--- config.mk ---
export PLATFORM = sky130hd
export DESIGN_NAME = ascii_uart_tx
export DESIGN_NICKNAME = d
export VERILOG_FILES = /design/src/rtl/ascii_uart_tx.sv
export SDC_FILE = /design/constraint.sdc
export NUM_CORES = 1
export LEC_CHECK = 0
export CORE_ASPECT_RATIO = 0.75
export CORE_UTILIZATION = 35
export DETAILED_ROUTE_END_ITERATION = 10
export PLACE_DENSITY_LB_ADDON = 0.08
export SKIP_LAST_GASP = 1
export SYNTH_ARGS = -nofsm -noshare
export SYNTH_HDL_FRONTEND = slang
export SYNTH_SLANG_ARGS = --single-unit
--- constraint.sdc ---
create_clock -name clock_i -period 1.65 [get_ports clock_i]
set_input_delay 0.33 -clock clock_i [delete_from_list [all_inputs] [get_ports clock_i]]
set_output_delay 0.33 -clock clock_i [all_outputs]
set_load 0.01 [all_outputs]
--- src/rtl/ascii_uart_tx.sv ---
// ascii_uart_tx
// -------------
// Serialises a two-character ASCII pair (high character first) as 8N1 UART
// frames, optionally followed by CR LF, so that the countdown value shows up
// on a host terminal.
//
// Parameters:
//   CLKS_PER_BIT  clock cycles per UART bit (2 or more)
//   SEND_CRLF     1: message is hi, lo, 0x0D, 0x0A; 0: message is hi, lo
//
// Ports:
//   clock_i     system clock, all state changes on posedge
//   reset_i     asynchronous active-high reset
//   ascii_in_i  character pair, [15:8] sent first; sampled only on accept
//   send_i      request strobe, accepted only while idle
//   busy_o      high from the accepting edge until the message completes
//   tx_o        registered serial line, idle high
//   sent_o      one-cycle pulse on the edge where the message completes
module ascii_uart_tx #(
  parameter int unsigned CLKS_PER_BIT = 4,
  parameter bit          SEND_CRLF    = 1'b1
) (
  input  logic        clock_i,
  input  logic        reset_i,
  input  logic [15:0] ascii_in_i,
  input  logic        send_i,
  output logic        busy_o,
  output logic        tx_o,
  output logic        sent_o
);

  localparam int unsigned NBYTES = SEND_CRLF ? 4 : 2;
  localparam int unsigned BAUD_W = (CLKS_PER_BIT > 2) ? $clog2(CLKS_PER_BIT) : 1;
  localparam logic [BAUD_W-1:0] BAUD_LAST = BAUD_W'(CLKS_PER_BIT - 1);
  localparam logic [1:0]        LAST_BYTE = 2'(NBYTES - 1);

  typedef enum logic [1:0] {
    S_IDLE,
    S_START,
    S_DATA,
    S_STOP
  } state_e;

  state_e              state_q, state_d;
  logic [BAUD_W-1:0]   baud_cnt_q, baud_cnt_d;
  logic [2:0]          bit_idx_q, bit_idx_d;
  logic [1:0]          byte_idx_q, byte_idx_d;
  logic [15:0]         buf_q, buf_d;
  logic                tx_q, tx_d;
  logic                busy_q, busy_d;
  logic                sent_q, sent_d;

  logic [7:0]          cur_byte;
  logic [2:0]          next_bit;
  logic                baud_last;

  // Byte currently on the wire; CR LF are constants, not part of the buffer.
  always_comb begin
    case (byte_idx_q)
      2'd0:    cur_byte = buf_q[15:8];
      2'd1:    cur_byte = buf_q[7:0];
      2'd2:    cur_byte = 8'h0D;
      default: cur_byte = 8'h0A;
    endcase
  end

  assign next_bit  = bit_idx_q + 3'd1;
  assign baud_last = (baud_cnt_q == BAUD_LAST);

  always_ff @(posedge clock_i or posedge reset_i) begin
    if (reset_i) begin
      state_q    <= S_IDLE;
      baud_cnt_q <= '0;
      bit_idx_q  <= '0;
      byte_idx_q <= '0;
      buf_q      <= '0;
      tx_q       <= 1'b1;
      busy_q     <= 1'b0;
      sent_q     <= 1'b0;
    end else begin
      state_q    <= state_d;
      baud_cnt_q <= baud_cnt_d;
      bit_idx_q  <= bit_idx_d;
      byte_idx_q <= byte_idx_d;
      buf_q      <= buf_d;
      tx_q       <= tx_d;
      busy_q     <= busy_d;
      sent_q     <= sent_d;
    end
  end

  // tx is registered, so every branch loads the level of the bit that will
  // be on the line during the following cycle.
  always_comb begin
    state_d    = state_q;
    baud_cnt_d = baud_cnt_q;
    bit_idx_d  = bit_idx_q;
    byte_idx_d = byte_idx_q;
    buf_d      = buf_q;
    tx_d       = tx_q;
    busy_d     = busy_q;
    sent_d     = 1'b0;

    case (state_q)
      S_IDLE: begin
        tx_d = 1'b1;
        if (send_i) begin
          buf_d      = ascii_in_i;
          byte_idx_d = 2'd0;
          baud_cnt_d = '0;
          busy_d     = 1'b1;
          tx_d       = 1'b0;
          state_d    = S_START;
        end
      end

      S_START: begin
        if (baud_last) begin
          baud_cnt_d = '0;
          bit_idx_d  = 3'd0;
          tx_d       = cur_byte[0];
          state_d    = S_DATA;
        end else begin
          baud_cnt_d = baud_cnt_q + 1'b1;
        end
      end

      S_DATA: begin
        if (baud_last) begin
          baud_cnt_d = '0;
          if (bit_idx_q == 3'd7) begin
            tx_d    = 1'b1;
            state_d = S_STOP;
          end else begin
            bit_idx_d = next_bit;
            tx_d      = cur_byte[next_bit];
          end
        end else begin
          baud_cnt_d = baud_cnt_q + 1'b1;
        end
      end

      S_STOP: begin
        if (baud_last) begin
          baud_cnt_d = '0;
          if (byte_idx_q < LAST_BYTE) begin
            // Next start bit follows the stop bit directly, no idle gap.
            byte_idx_d = byte_idx_q + 2'd1;
            tx_d       = 1'b0;
            state_d    = S_START;
          end else begin
            busy_d  = 1'b0;
            sent_d  = 1'b1;
            tx_d    = 1'b1;
            state_d = S_IDLE;
          end
        end else begin
          baud_cnt_d = baud_cnt_q + 1'b1;
        end
      end

      default: begin
        state_d = S_IDLE;
        tx_d    = 1'b1;
        busy_d  = 1'b0;
      end
    endcase
  end

  assign tx_o   = tx_q;
  assign busy_o = busy_q;
  assign sent_o = sent_q;

endmodule

### After elaboration in Yosys (flattened, before gate mapping)

Cells that the tools add are included.

| word-level totals | value |
|---|---|
| input bits | 19 |
| logic and storage cells | 72 |
| output and inout bits | 3 |
| register bits after elaboration | 28 |

| operators by class | value |
|---|---|
| eq/ne operators | 15 |
| reduce and logical (&&, ||, !) cells | 11 |
| order comparisons | 2 |
| mux-type cells | 33 |
| add/subtract/negate cells | 3 |

Operators with widths:

| operator | number |
|---|---|
| 8-bit case mux with 3 select lines | 1 |
| 2-bit two-way mux | 9 |
| 2-bit != test (second input constant) | 8 |
| 1-bit two-way mux | 13 |
| 4-bit AND reduction | 3 |
| 3-bit two-way mux | 3 |
| 2-bit equality test (second input constant) | 4 |
| 2-bit case mux with 2 select lines | 2 |
| 2-bit case mux with 4 select lines | 1 |
| 3-bit case mux with 2 select lines | 1 |
| 5-bit AND reduction | 1 |
| 2-bit by 1-bit adder with 2-bit output (second input constant) | 2 |
| 2-bit by 1-bit equality test with 1-bit output (second input constant) | 2 |
| 2-bit logical NOT | 2 |
| 3-bit by 4-bit less-than comparator with 1-bit output (second input constant) | 1 |
| 1-bit case mux with 4 select lines | 1 |
| 2-bit nonzero test | 2 |
| 3-bit by 1-bit adder with 3-bit output (second input constant) | 1 |
| 1-bit binary-select mux with 3-bit select | 1 |
| 3-bit equality test (second input constant) | 1 |
| 3-bit AND reduction | 1 |
| 3-bit OR reduction | 1 |
| 2-bit less-than comparator (second input constant) | 1 |
| 1-bit case mux with 2 select lines | 1 |
| 2-bit AND reduction | 1 |

### Longest topological paths before layout

Gate-level depths: netlist (run 1).

| logic depth | value |
|---|---|
| word-level depth | 7 |
| mapped depth | 8 |
| mapped depth without buffers | 7 |

### Worst setup path after synthesis (run 1)

Ideal clock, no wire load.

| timing | value |
|---|---|
| path type | register -> register |
| start point | register byte_idx_q[1] |
| end point | register tx_q (netlist: tx_o) |
| required time | 1564 ps |
| arrival | 1647 ps |
| path buffers | 1 |
| period minus slack after synthesis | 1732 ps |
| stages on the path, launching flop included | 8 |
| slack | -82 ps |
| cells stage by stage | dfrtp_1 > inv_1 > ha_1 > buf_6 > a221o_1 > nand3b_1 > a221oi_1 > a2111o_1 |

| on the way | value |
|---|---|
| word-level cells in the longest chain between the ends | 7 |

RTL lines:

| item | line | text |
|---|---|---|
| start, declared | 47 | `logic [1:0] byte_idx_q, byte_idx_d;` |
| start signal, assigned | 84 | `byte_idx_q <= byte_idx_d;` |
| 2-bit equality test, or another cell as far along | 59 | `case (byte_idx_q)` |
| 8-bit case mux with 3 select lines | 59 |  |
| 1-bit binary-select mux with 3-bit select | 136 | `tx_d = cur_byte[next_bit];` |
| 1-bit two-way mux (not written as such) | 136 |  |
| 1-bit two-way mux | 131 | `if (bit_idx_q == 3'd7) begin` |
| 1-bit two-way mux | 129 | `if (baud_last) begin` |
| 1-bit case mux with 4 select lines * | 104 | `case (state_q)` |
| end signal, assigned | 86 | `tx_q <= tx_d;` |
| end, declared | 49 | `logic tx_q, tx_d;` |

Mark *: on every way between the ends. The rest lies on a longest branch, timed or not. The select of a mux whose other input is x is not followed.
A chain may end at the register's enable or synchronous reset.

### Worst setup path after layout (run 1)

| timing | value |
|---|---|
| start point | register byte_idx_q[0] |
| end point | register tx_q (netlist: tx_o) |

Same word-level chain as after synthesis.

==> parameters.txt, run 1 <==
Parameter                              Value

Cells and area
  N_diodes    0
  Nets    205
  Ratio of cells with drive above 1 in the final layout    37.2%
  Number of fill cells    359
  Highest-count cells in the layout ignoring fill and taps    dfrtp_1, buf_4, clkdlybuf4s50_1
  Most frequent standard cell in the layout excluding fill and tap cells    dfrtp_1
  Layout-stage area growth over the synthesis result    41.2%

Placed design
  Number of port buffers    21
  Routability-driven placement congestion ratio    0.814
  Detailed-placement wirelength estimate    2460 um

Power
  Worst vdd ir    about 0.44 mV
  Portion of total power attributed to combinational logic    4.8%
  Pint    1.05 mW
  Areal power density over the cells    between 500 and 600 nW/um2
  Total design power    between 1 and 1.5 mW
  Switching power    between 0.2 and 0.25 mW
  Switching share of total power    about 18%
  Static Leakage    0.997 nW
  Share of power burned in registers    53.4%
  Clock group share of total power    a little over two fifths

Floorplanning
  Floorplan die area    4670 um2
  Die height    59.4 um
  Number of top-level pins    22
  Row count    20
  Placeable core area    4130 um2
  Width of the die    between 70 and 80 um
  Effective utilization at floorplan    37.2%

Timing
  Fin. Hold Viols    0
  Worst-case setup margin in the final layout    -108 ps
  Setup repair after global routing missed its margin    yes
  Count of pins over their slew limit    0
  Setup-failing EPs final    3
  Fin Clk Skew    9.37 ps
  Slew at the pin closest to its max-slew limit    367 ps
  Setup Total Neg Slack    -164 ps
  Final period util    107%
  Fin Hold WS    414 ps
  Worst-case headroom to the max-slew limit    75.5%
  Crit path time final    1760 ps
  FMAX    569 MHz

Setup path
  Worst setup path category    reg -> reg
  Critical Path Fanout Max    5
  Kind of start point of the critical path    register
  Critical Path AT    1970 ps
  Critical path capture point type    register
  Count of cells along the worst register-to-register path    7
  Required time at the endpoint of the critical path    1860 ps

Clock network
  Clk_lat worst skew    280 ps
  Clock tree from TritonCTS    yes
  Deepest level of the CTS H-tree    1
  Hold buffer count at cts    0
  Clk buf depth    2
  Num CTS Buffers    3
  Clk slew on worst S/H paths    100 ps
  Cell at the root of the clock tree    clkbuf_8
  Num Clock Sinks    28

Logic synthesis
  Sequential area share after synthesis    around 46%
  Number of register bits inferred by synthesis    28
  Library cells used by synthesis    34
  Leading register cell type out of synthesis    dfrtp_1
  Mapped cell area    1540 um2
  Syn Inst Count    129
  Cells taking the most area after synthesis    dfrtp_1, ha_1, mux2_1, mux2_2, a22o_1
  Number of enable flip-flop cells after synthesis    0
  Syn nets    approximately 160
  Post-synthesis cell type with the largest combined area    dfrtp_1
  Share of the synthesized area in the top cell type    43.9%
  Number of synthesis warnings    0
  Mean instance size in the synthesized netlist    between 10 and 15 um2
  Proportion of synthesized flip-flops having asynchronous set or reset    100%

Drt
  Routed vias    about 1100
  Count of TritonRoute iterations in the first routing pass    4
  Remaining design rule violation count    0
  Detailed router's first-iteration violation count    25
  Final routed wirelength across all metal layers    roughly 3400 um
  Via-per-instance ratio    5.05
  Number of antenna-violating nets in the routed design    0
  Routed len/inst    14.8 um

GRT
  Met2 GRT Util    26.3%
  Global routing met3 resource utilization    4.46%
  Largest net degree at the start of global routing    29
  Global-route wire length before repair    5790 um
  GRT busiest layer    met2
  Via count of the first global-routing pass    1224
  Global-route track usage on met1    22.6%
  Overall Global Routing Usage    about 16%
  Total global routing overflow    0
  Antenna violations before repair    0

Run status
  Failing checks    setup timing
  Run status    complete, but fails checks

Run
  Max-capacitance violation count    0

Worst hold path
  Path type of the worst min-delay path    in -> async
worst max-delay path, stage by stage, from the launching register on:
cell	delay, ps
dfrtp_1	450
ha_4	210
buf_4	140
a221oi_2	280
a21oi_2	60
a21oi_2	150
a311oi_2	50
a2111o_1	350
cell usage after synthesis (4+ instances only):
| cell type | n |
|---|---|
| mux2_2 | 8 |
| inv_1 | 8 |
| nor2_1 | 5 |
| dfrtp_1 | 27 |
| ha_1 | 13 |
| mux2_1 | 11 |
| nand2_1 | 4 |
| a22o_1 | 8 |
| a21oi_1 | 5 |
| o21ai_0 | 4 |
stage by stage:
step | cells | utilization [%] | worst slack (ps) | instance area [um2]
2_1_floorplan | 129 | - | -47.1 | 1570
3_3_place_gp | 218 | 46.7 | -176 | 1930
3_5_place_dp | 218 | 46.7 | -207 | 1930
4_1_cts | 225 | 50.6 | -78.2 | 2090
5_1_grt | 227 | 52.6 | -165 | 2170
6_report | 227 | 52.6 | -108 | 2170
routing by layer:
layer	vias up	wire, um
met2	12	1510
li1	569	-
met1	564	1730
met3	2	98
met4	0	18
met5	-	0
power groups by stage:
stage / clock (mW) / sequential, mW / combinational, mW
6_report: 0.537 / 0.686 / 0.0618
5_1_grt: 0.585 / 0.686 / 0.0679
4_1_cts: 0.560 / 0.686 / 0.0641
3_5_place_dp: 0 / 0.699 / 0.0640
3_3_place_gp: 0 / 0.699 / 0.0626
2_1_floorplan: 0 / 0.699 / 0.0109
kinds of logic (layout without fill, tap and decap cells):
group | after synthesis | in the layout | share of synthesized area, %
muxes | 19 | 19 | 13.9
AOI/OAI and AO/OA | 39 | 39 | 20.3
DFF | 28 | 28 | 45.6
buffers and inverters | 13 | 56 | 4.15
and+or+nand+nor | 17 | 17 | 5.45
adders and majority gates | 13 | 13 | 10.6
timing repair:
action	in CTS	in global routing
setup endpoints to repair	5	7
endpoints found under the hold margin	0	0
setup buffers	3	2
pin swaps	6	11
gates resized for setup	19	12
cell type report:
cell class	count	area [um2]	share of cell area [%]
Inverter	8	30.0	1.38
Clock inverter	1	30.0	1.38
Timing Repair Buffer	44	389	17.9
Clock buffer	3	41.3	1.90
Sequential cell	28	703	32.4
Tap cell	55	68.8	3.17
Multi-Input combinational cell	88	908	41.8
flip-flops by register name, indices dropped and copies added (netlist names):
register and count:
baud_cnt_q 2, bit_idx_q 3, sent_o 1, byte_idx_q 2, state_q 2, tx_o 1
busy_o 1, buf_q 16
final timing paths:
kind                          startpoint       endpoint  slack (ps)
min in group clock_i       baud_cnt_q[0]  baud_cnt_q[0]         510
max in group asynchronous        reset_i           tx_o         930
setup / recovery           byte_idx_q[0]           tx_o        -110
setup reg to reg           byte_idx_q[0]           tx_o        -110
hold reg to reg            baud_cnt_q[0]  baud_cnt_q[0]         510
hold / removal                   reset_i       buf_q[0]         410
Power figures use the tool's default switching activity.
==> run 2, diff against run 1 <==
Settings changed: HOLD_SLACK_MARGIN set to 0.15.
==> results of run 2 <==
The final DEF is identical to that of run 1; final timing and power are the same.
